==> src/rtl/aes_mode_pkg.sv <==
// Shared widths, command codes and state encodings for the AES mode sequencer.
package aes_mode_pkg;

  localparam int unsigned WORD_S = 32;
  localparam int unsigned KEY_S  = 128;
  localparam int unsigned BLK_S  = 128;

  localparam logic [WORD_S-1:0] ECB_ENCRYPT_128 = 32'h0000_0001;
  localparam logic [WORD_S-1:0] ECB_DECRYPT_128 = 32'h0000_0002;
  localparam logic [WORD_S-1:0] SET_KEY_128     = 32'h0000_0003;
  localparam logic [WORD_S-1:0] CBC_ENCRYPT_128 = 32'h0000_0004;
  localparam logic [WORD_S-1:0] CBC_DECRYPT_128 = 32'h0000_0005;
  localparam logic [WORD_S-1:0] CTR_128         = 32'h0000_0006;
  localparam logic [WORD_S-1:0] SET_IV          = 32'h0000_0007;

  typedef enum logic [1:0] {ST_IDLE, ST_KEYEXP, ST_CORE, ST_DONE} state_t;
  typedef enum logic [1:0] {MODE_ECB, MODE_CBC_ENC, MODE_CBC_DEC, MODE_CTR} mode_t;
  typedef enum logic [2:0] {IV_HOLD, IV_LOAD_IN, IV_LOAD_CORE, IV_LOAD_SAVED, IV_INC} iv_op_t;

  function automatic int unsigned slot_w_f(input int unsigned n);
    return (n <= 1) ? 1 : 32'($clog2(n));
  endfunction

endpackage

==> src/rtl/aes_mode_if.sv <==
// Command front-end and block-core port bundle; slave side is the mode sequencer.
interface aes_mode_if import aes_mode_pkg::*; #(parameter int unsigned KEY_SLOTS = 2);

  localparam int unsigned SLOT_W = slot_w_f(KEY_SLOTS);

  logic              en;
  logic [WORD_S-1:0] aes_cmd;
  logic [SLOT_W-1:0] aes_key_slot;
  logic [KEY_S-1:0]  aes_key;
  logic [BLK_S-1:0]  aes_in_blk;
  logic [BLK_S-1:0]  aes_out_blk;
  logic              en_o;
  logic              cmd_err;
  logic              busy;
  logic              core_key_en;
  logic              core_en;
  logic              core_decrypt;
  logic [SLOT_W-1:0] core_slot;
  logic [KEY_S-1:0]  core_key;
  logic [BLK_S-1:0]  core_blk_in;
  logic [BLK_S-1:0]  core_blk_out;
  logic              core_done;

  modport slave (
    input  en, aes_cmd, aes_key_slot, aes_key, aes_in_blk, core_blk_out, core_done,
    output aes_out_blk, en_o, cmd_err, busy, core_key_en, core_en, core_decrypt,
           core_slot, core_key, core_blk_in
  );

  modport master (
    output en, aes_cmd, aes_key_slot, aes_key, aes_in_blk, core_blk_out, core_done,
    input  aes_out_blk, en_o, cmd_err, busy, core_key_en, core_en, core_decrypt,
           core_slot, core_key, core_blk_in
  );

endinterface

==> src/rtl/aes_iv_unit.sv <==
// IV/counter register with CBC chaining loads and a CTR_W-bit wrapping low-field increment.
module aes_iv_unit import aes_mode_pkg::*; #(
  parameter int unsigned CTR_W = 32
) (
  input  logic             clk,
  input  logic             reset,
  input  iv_op_t           op,
  input  logic [BLK_S-1:0] in_blk,
  input  logic [BLK_S-1:0] core_out,
  input  logic [BLK_S-1:0] saved_in,
  output logic [BLK_S-1:0] iv
);

  // Carry out of the counter field is dropped; upper bits never change on increment.
  localparam logic [BLK_S-1:0] CTR_MASK = {BLK_S{1'b1}} >> (BLK_S - CTR_W);

  logic [BLK_S-1:0] iv_d;
  logic [BLK_S-1:0] iv_inc;

  assign iv_inc = iv + BLK_S'(1);

  always_comb begin
    iv_d = iv;
    case (op)
      IV_LOAD_IN:    iv_d = in_blk;
      IV_LOAD_CORE:  iv_d = core_out;
      IV_LOAD_SAVED: iv_d = saved_in;
      IV_INC:        iv_d = (iv & ~CTR_MASK) | (iv_inc & CTR_MASK);
      default:       iv_d = iv;
    endcase
  end

  always_ff @(posedge clk or negedge reset) begin
    if (!reset) iv <= '0;
    else        iv <= iv_d;
  end

endmodule

==> src/rtl/aes_mode_top.sv <==
// Sequences one AES-128 block core through ECB/CBC/CTR with per-slot key valid tracking.
module aes_mode_top import aes_mode_pkg::*; #(
  parameter int unsigned KEY_SLOTS = 2,
  parameter int unsigned CTR_W     = 32
) (
  input  logic     clk,
  input  logic     reset,
  aes_mode_if.slave bus
);

  localparam int unsigned SLOT_W = slot_w_f(KEY_SLOTS);

  state_t               state_q, state_d;
  mode_t                mode_q, mode_d;
  logic [KEY_SLOTS-1:0] slot_valid_q, slot_valid_d;
  logic [BLK_S-1:0]     saved_q, saved_d, out_q, out_d, blk_q, blk_d;
  logic [KEY_S-1:0]     key_q, key_d;
  logic [SLOT_W-1:0]    slot_q, slot_d;
  logic                 en_o_q, en_o_d, err_q, err_d, busy_q, busy_d;
  logic                 key_en_q, key_en_d, core_en_q, core_en_d, dec_q, dec_d;

  iv_op_t               iv_op_c;
  logic [BLK_S-1:0]     iv;
  logic                 slot_ok_c, keyed_c, known_c, data_c, dec_c;
  mode_t                mode_c;
  logic [BLK_S-1:0]     blk_c;

  assign slot_ok_c = 32'(bus.aes_key_slot) < KEY_SLOTS;
  assign keyed_c   = slot_ok_c && slot_valid_q[bus.aes_key_slot];

  // Command decode: data commands pick their mode, direction and core input.
  always_comb begin
    known_c = 1'b1;
    data_c  = 1'b0;
    dec_c   = 1'b0;
    mode_c  = MODE_ECB;
    blk_c   = bus.aes_in_blk;
    case (bus.aes_cmd)
      SET_KEY_128, SET_IV: known_c = 1'b1;
      ECB_ENCRYPT_128:     data_c = 1'b1;
      ECB_DECRYPT_128:     begin data_c = 1'b1; dec_c = 1'b1; end
      CBC_ENCRYPT_128:     begin data_c = 1'b1; mode_c = MODE_CBC_ENC; blk_c = bus.aes_in_blk ^ iv; end
      CBC_DECRYPT_128:     begin data_c = 1'b1; mode_c = MODE_CBC_DEC; dec_c = 1'b1; end
      CTR_128:             begin data_c = 1'b1; mode_c = MODE_CTR; blk_c = iv; end
      default:             known_c = 1'b0;
    endcase
  end

  always_comb begin
    state_d      = state_q;
    mode_d       = mode_q;
    slot_valid_d = slot_valid_q;
    saved_d      = saved_q;
    blk_d        = blk_q;
    key_d        = key_q;
    slot_d       = slot_q;
    dec_d        = dec_q;
    out_d        = '0;
    en_o_d       = 1'b0;
    err_d        = 1'b0;
    key_en_d     = 1'b0;
    core_en_d    = 1'b0;
    iv_op_c      = IV_HOLD;
    case (state_q)
      ST_IDLE: if (bus.en) begin
        if (!known_c || (bus.aes_cmd != SET_IV && !slot_ok_c) || (data_c && !keyed_c)) begin
          err_d = 1'b1;
        end else if (bus.aes_cmd == SET_IV) begin
          iv_op_c = IV_LOAD_IN;
          en_o_d  = 1'b1;
          state_d = ST_DONE;
        end else if (bus.aes_cmd == SET_KEY_128) begin
          key_d    = bus.aes_key;
          slot_d   = bus.aes_key_slot;
          key_en_d = 1'b1;
          slot_valid_d[bus.aes_key_slot] = 1'b0;
          state_d  = ST_KEYEXP;
        end else begin
          mode_d    = mode_c;
          dec_d     = dec_c;
          blk_d     = blk_c;
          saved_d   = bus.aes_in_blk;
          slot_d    = bus.aes_key_slot;
          core_en_d = 1'b1;
          state_d   = ST_CORE;
        end
      end
      ST_KEYEXP: if (bus.core_done) begin
        slot_valid_d[slot_q] = 1'b1;
        en_o_d  = 1'b1;
        state_d = ST_DONE;
      end
      // Result mux and IV chaining land on the same edge so the next block sees the new IV.
      ST_CORE: if (bus.core_done) begin
        en_o_d  = 1'b1;
        state_d = ST_DONE;
        case (mode_q)
          MODE_CBC_ENC: begin out_d = bus.core_blk_out;           iv_op_c = IV_LOAD_CORE;  end
          MODE_CBC_DEC: begin out_d = bus.core_blk_out ^ iv;      iv_op_c = IV_LOAD_SAVED; end
          MODE_CTR:     begin out_d = saved_q ^ bus.core_blk_out; iv_op_c = IV_INC;        end
          default:      out_d = bus.core_blk_out;
        endcase
      end
      default: state_d = ST_IDLE;
    endcase
    busy_d = (state_d != ST_IDLE);
  end

  always_ff @(posedge clk or negedge reset) begin
    if (!reset) begin
      state_q      <= ST_IDLE;
      mode_q       <= MODE_ECB;
      slot_valid_q <= '0;
      saved_q      <= '0;
      blk_q        <= '0;
      key_q        <= '0;
      slot_q       <= '0;
      dec_q        <= 1'b0;
      out_q        <= '0;
      en_o_q       <= 1'b0;
      err_q        <= 1'b0;
      busy_q       <= 1'b0;
      key_en_q     <= 1'b0;
      core_en_q    <= 1'b0;
    end else begin
      state_q      <= state_d;
      mode_q       <= mode_d;
      slot_valid_q <= slot_valid_d;
      saved_q      <= saved_d;
      blk_q        <= blk_d;
      key_q        <= key_d;
      slot_q       <= slot_d;
      dec_q        <= dec_d;
      out_q        <= out_d;
      en_o_q       <= en_o_d;
      err_q        <= err_d;
      busy_q       <= busy_d;
      key_en_q     <= key_en_d;
      core_en_q    <= core_en_d;
    end
  end

  aes_iv_unit #(.CTR_W(CTR_W)) u_iv (
    .clk      (clk),
    .reset    (reset),
    .op       (iv_op_c),
    .in_blk   (bus.aes_in_blk),
    .core_out (bus.core_blk_out),
    .saved_in (saved_q),
    .iv       (iv)
  );

  assign bus.aes_out_blk  = out_q;
  assign bus.en_o         = en_o_q;
  assign bus.cmd_err      = err_q;
  assign bus.busy         = busy_q;
  assign bus.core_key_en  = key_en_q;
  assign bus.core_en      = core_en_q;
  assign bus.core_decrypt = dec_q;
  assign bus.core_slot    = slot_q;
  assign bus.core_key     = key_q;
  assign bus.core_blk_in  = blk_q;

endmodule

==> src/flat_wrapper.sv <==
// flat-port wrapper written by rule: the top's interface ports become plain ports
module aes_mode_top_flat import aes_mode_pkg::*;
#(
  parameter int unsigned KEY_SLOTS = 2,
  parameter int unsigned CTR_W     = 32
)
  (clk, reset, bus_en, bus_aes_cmd, bus_aes_key_slot, bus_aes_key, bus_aes_in_blk, bus_core_blk_out, bus_core_done, bus_aes_out_blk, bus_en_o, bus_cmd_err, bus_busy, bus_core_key_en, bus_core_en, bus_core_decrypt, bus_core_slot, bus_core_key, bus_core_blk_in);
  aes_mode_if #(.KEY_SLOTS(KEY_SLOTS)) bus_i ();
  input  logic clk;
  input  logic reset;
  input wire logic [$bits(bus_i.en)-1:0] bus_en;
  input wire logic [$bits(bus_i.aes_cmd)-1:0] bus_aes_cmd;
  input wire logic [$bits(bus_i.aes_key_slot)-1:0] bus_aes_key_slot;
  input wire logic [$bits(bus_i.aes_key)-1:0] bus_aes_key;
  input wire logic [$bits(bus_i.aes_in_blk)-1:0] bus_aes_in_blk;
  input wire logic [$bits(bus_i.core_blk_out)-1:0] bus_core_blk_out;
  input wire logic [$bits(bus_i.core_done)-1:0] bus_core_done;
  output wire logic [$bits(bus_i.aes_out_blk)-1:0] bus_aes_out_blk;
  output wire logic [$bits(bus_i.en_o)-1:0] bus_en_o;
  output wire logic [$bits(bus_i.cmd_err)-1:0] bus_cmd_err;
  output wire logic [$bits(bus_i.busy)-1:0] bus_busy;
  output wire logic [$bits(bus_i.core_key_en)-1:0] bus_core_key_en;
  output wire logic [$bits(bus_i.core_en)-1:0] bus_core_en;
  output wire logic [$bits(bus_i.core_decrypt)-1:0] bus_core_decrypt;
  output wire logic [$bits(bus_i.core_slot)-1:0] bus_core_slot;
  output wire logic [$bits(bus_i.core_key)-1:0] bus_core_key;
  output wire logic [$bits(bus_i.core_blk_in)-1:0] bus_core_blk_in;
  assign bus_i.en = bus_en;
  assign bus_i.aes_cmd = bus_aes_cmd;
  assign bus_i.aes_key_slot = bus_aes_key_slot;
  assign bus_i.aes_key = bus_aes_key;
  assign bus_i.aes_in_blk = bus_aes_in_blk;
  assign bus_i.core_blk_out = bus_core_blk_out;
  assign bus_i.core_done = bus_core_done;
  assign bus_aes_out_blk = bus_i.aes_out_blk;
  assign bus_en_o = bus_i.en_o;
  assign bus_cmd_err = bus_i.cmd_err;
  assign bus_busy = bus_i.busy;
  assign bus_core_key_en = bus_i.core_key_en;
  assign bus_core_en = bus_i.core_en;
  assign bus_core_decrypt = bus_i.core_decrypt;
  assign bus_core_slot = bus_i.core_slot;
  assign bus_core_key = bus_i.core_key;
  assign bus_core_blk_in = bus_i.core_blk_in;
  aes_mode_top #(.KEY_SLOTS(KEY_SLOTS), .CTR_W(CTR_W)) u_core (.clk(clk), .reset(reset), .bus(bus_i));
endmodule
==> config.mk <==
export PLATFORM = sky130hd
export DESIGN_NAME = aes_mode_top_flat
export DESIGN_NICKNAME = d
export VERILOG_FILES = /design/src/rtl/aes_mode_pkg.sv /design/src/rtl/aes_mode_if.sv /design/src/rtl/aes_iv_unit.sv /design/src/rtl/aes_mode_top.sv /design/src/flat_wrapper.sv
export SDC_FILE = /design/constraint.sdc
export NUM_CORES = 2
export LEC_CHECK = 0
export BUFFER_PORTS_ARGS = -buffer_cell sky130_fd_sc_hd__buf_2
export CAP_MARGIN = 20
export CORE_AREA = 2 2 312 314
export DETAILED_ROUTE_END_ITERATION = 10
export DIE_AREA = 0 0 314 316
export PLACE_DENSITY = 0.62
export SLEW_MARGIN = 20
export SYNTH_ARGS = -nofsm -noshare
export SYNTH_HDL_FRONTEND = slang
export SYNTH_SLANG_ARGS = --single-unit
==> constraint.sdc <==
create_clock -name clk -period 3.5 [get_ports clk]
set_clock_uncertainty 0.1 [all_clocks]
set_input_delay 0 -clock clk [delete_from_list [all_inputs] [get_ports clk]]
set_output_delay 0 -clock clk [all_outputs]
set_load 0.03 [all_outputs]
==> metrics.md <==
| Metric | Value |
|---|---|
| Hold_buf cts | `509` |
| Max layer used | `met5` |
| Final Cell Area | `0.0453 sq mm` |
| Die Y | `approximately 320 microns` |
| Final critical-path share of the clock period | `84.5%` |
| FF+latch count, synth | `roughly 650` |
| Resized Gates After CTS | `0` |
| Min-Delay Path Class | `in -> reg` |
| Most area-consuming cells after synthesis | `dfrtp_1 51%, nand2_1 16%, nor2_1 4.4%` |
| GP Congestion | `0.918` |
| Post-Syn Nets | `~4200` |
| Clock Sinks | `around 650` |
| Clk_lat worst skew | `0.64 ns` |
| Post-CTS Setup Repair Bufs | `0` |
| Total CTS buffers | `between 70 and 80` |
| GR Overflow Total | `0` |
| Share of the synthesized area in the top cell type | `about half` |
| First-pass GRT wire length | `206000 microns` |
| Mean post-synth cell area | `between 8 and 9 sq um` |
| Antenna violations before repair | `18` |
| VDD IR-drop max | `between 0.2 and 0.3 mV` |
| Net Sw Frac | `~25%` |
| WL final | `approximately 140000 microns` |
| Worst-path maximum fanout | `30` |
| RSZ-0062 raised after global routing | `false` |
| Max-Cap Viols | `0` |
| CTS root buffer | `clkbuf_16` |
| Endpoints failing setup | `0` |
| Worst Path Arrival | `between 3 and 4 ns` |
| Cell Pwr Density | `412 mW/mm^2` |
| Comb power frac | `about a tenth` |
| Area leader, netlist | `dfrtp_1` |
| Via Count | `approximately 33000` |
| Final Hold Vio Count | `0` |
| Die area | `between 0.09 and 0.1 sq mm` |
| Critical path required time | `approximately 4 ns` |
| Run status | `completed` |
| P_int | `roughly 14 mW` |
| Clock share of power | `between 40 and 50%` |
| Max-slew headroom | `~29%` |
| # DRC | `0` |
| Fin crit period | `between 2 and 3 ns` |
| Most common cell after layout, fill and taps aside | `nand2_1` |
| Final net count | `5413` |
| Initial core utilization | `between 30% and 40%` |
| Global-route usage over all layers | `around 27%` |
| Synth-to-Final Area Change | `41.7%` |
| Placed Area | `between 0.03 and 0.04 sq mm` |
| Clock Path Buffers | `3` |
| First drt pass iteration count | `9` |
| Setup ws final | `around 0.54 ns` |
| Number of vias per cell | `5.29` |
| Startpoint Class | `flop` |
| DPL Wire Length | `88300 microns` |
| EDFF count, synth | `0` |
| Sequential cell area fraction in the yosys report | `51.1%` |
| WL met2 | `approximately 63000 microns` |
| Post-Layout Cell Count | `6326` |
| Switch Pwr | `4.69 mW` |
| Max-slew violations | `0` |
| Core ar. | `approximately 0.096 sq mm` |
| Synthesized instance count | `about 3800` |
| TritonCTS clock tree | `done` |
| Met3 WL | `approximately 13000 microns` |
| 1st-iter DRT viols | `3665` |
| Wirelength per Cell | `between 20 and 25 microns` |
| Num ports | `between 800 and 900` |
| # placed instances | `approximately 5700` |
| Dpl ws | `a little under 0.6 ns` |
| Clock-pin slew on the worst setup and hold paths | `0.06 ns` |
| ANT nets after route | `0` |
| Register share of total power | `roughly 45%` |
| # rows | `around 110` |
| I/O Buffers | `approximately 800` |
| Max H-tree Level | `3` |
| Setup TNS | `0 ns` |
| Power Total | `approximately 19 mW` |
| Fraction of layout cells with a size suffix above 1 | `20.8%` |
| Largest net degree at the start of global routing | `approximately 180` |
| Met1 WL | `approximately 55000 microns` |
| Critical Path Sink Type | `flop` |
| Setup CP Type | `reg -> reg` |
| Top_reg_cell synth | `dfrtp_1` |
| Most frequent cells in the layout | `1320 x nand2_1, 810 x buf_2, 653 x dfrtp_1, 508 x dlygate4sd3_1, 377 x nor2_1` |
| Synthesized cell area | `about 0.032 sq mm` |
| Ys async rst share | `100%` |
| Worst slew pin tran | `about 1.1 ns` |
| Max Fclk | `between 300 and 400 MHz` |
| Die width | `roughly 310 microns` |
| Synth unique cells | `just over 70` |
| Leak | `about 23 nW` |
| Vias in the first global route | `~33000` |
| Filler Cells Inserted | `8889` |
| Yosys warnings | `0` |
## layout make-up
| class | count | area (sq um) | area share [%] |
|---|---|---|---|
| diodes | 13 | 32.5 | 0.0718 |
| well taps | 1276 | 1600 | 3.53 |
| clock inverters | 22 | 335 | 0.741 |
| multi-input cells | 2845 | 14500 | 32.1 |
| inverters | 9 | 36.3 | 0.0801 |
| clock buffers | 110 | 2230 | 4.93 |
| flip-flops and latches | 653 | 16300 | 36.1 |
| repair buffers | 1398 | 10200 | 22.5 |
## cell usage after synthesis (all sizes together) (2+ instances only)
cell type / n
a41oi: 2
mux2i: 4
a211oi: 2
a221oi: 5
nand3b: 3
a21boi: 2
o311ai: 2
o21a: 2
nand4: 12
a22oi: 7
a21o: 4
nor2: 379
inv: 9
xnor2: 134
and4: 4
nor4: 11
a31o: 2
o311a: 3
o22ai: 3
clkbuf: 203
nand3: 42
and3: 9
nand2b: 3
mux2: 6
dfrtp: 653
ha: 9
o31ai: 19
nand2: 1325
nor3b: 6
nor2b: 3
o21ai: 189
buf: 74
a2111oi: 2
a32o: 2
a21oi: 266
nor3: 10
a31oi: 119
a311oi: 13
a221o: 97
a2bb2oi: 2
o211ai: 10
a22o: 112
xor2: 7
o32a: 3
## cells by family (layout without fill, tap and decap cells)
kind of cell | Yosys count | in the layout | synth area share, %
adder cells (fa/ha/maj) | 9 | 9 | 0.352
flip-flops | 653 | 653 | 51.1
other | 0 | 13 | 0
multiplexers | 10 | 10 | 0.337
AO/OA/AOI/OAI | 873 | 873 | 18.0
AND/OR/NAND/NOR | 1812 | 1812 | 22.6
XOR/XNOR | 141 | 141 | 3.86
buffers and inverters | 286 | 1539 | 3.74
## routing by layer
layer,track usage [%],up-vias
met5,0,-
met4,14.9,12
met3,7.07,358
met2,43.0,1704
met1,33.9,16200
li1,-,15200
## path summary, 6_finish.rpt
kind / depth (start not counted) / slack [ns] / to / startpoint
min in group asynchronous: 3 / 0.37 / u_core.bus.core_blk_in[86] / reset
max in group asynchronous: 4 / 2.14 / u_core.bus.core_key[33] / reset
worst min register to register: 2 / 0.37 / u_core.bus.core_key[111] / u_core.bus.core_key[111]
worst max register to register: 10 / 0.54 / u_core.u_iv.iv[97] / u_core.state_q[0]
worst min-delay path: 4 / 0.04 / u_core.bus.core_key[33] / bus_aes_key[33]
worst max-delay path: 10 / 0.54 / u_core.u_iv.iv[97] / u_core.state_q[0]
## per-stage QoR
step           hold WS (ns)  util, %
5_1_grt              0.0406     47.2
4_1_cts            0.000102     47.1
3_5_place_dp         0.0553     39.1
2_1_floorplan        -0.396        -
6_report             0.0368     47.2
3_3_place_gp         0.0565     39.1
## power groups by stage
stage               Sequential (mW)  Clock (mW)  Combinational (mW)
finish                         8.41        8.38                1.88
global route                   8.45        8.84                2.05
CTS                            8.38        8.51                1.86
detailed placement             8.51           0                1.41
global placement               8.50           0                1.37
floorplan                      8.33           0               0.767
## critical path, cell delays in order, from the launching register on
cell and delay [ns]:
dfrtp_1 0.42, inv_1 0.10, ha_1 0.22, nand2_1 0.08, or2_2 0.40, o31a_2 0.36, buf_4 0.28, buf_4 0.33
nand2_1 0.12, a21oi_1 0.07, a221o_1 0.29
## flip-flops by register name (all words and copies together) (netlist names)
signal / cells
u_core.bus.aes_out_blk: 128
u_core.bus.core_blk_in: 128
u_core.bus.core_key: 128
u_core.saved_q: 128
u_core.u_iv.iv: 128
u_core.mode_q: 2
u_core.slot_valid_q: 2
u_core.state_q: 2
u_core.bus.busy: 1
u_core.bus.cmd_err: 1
u_core.bus.core_decrypt: 1
u_core.bus.core_en: 1
u_core.bus.core_key_en: 1
u_core.bus.core_slot: 1
u_core.bus.en_o: 1
(Power assumes the default switching activity.)
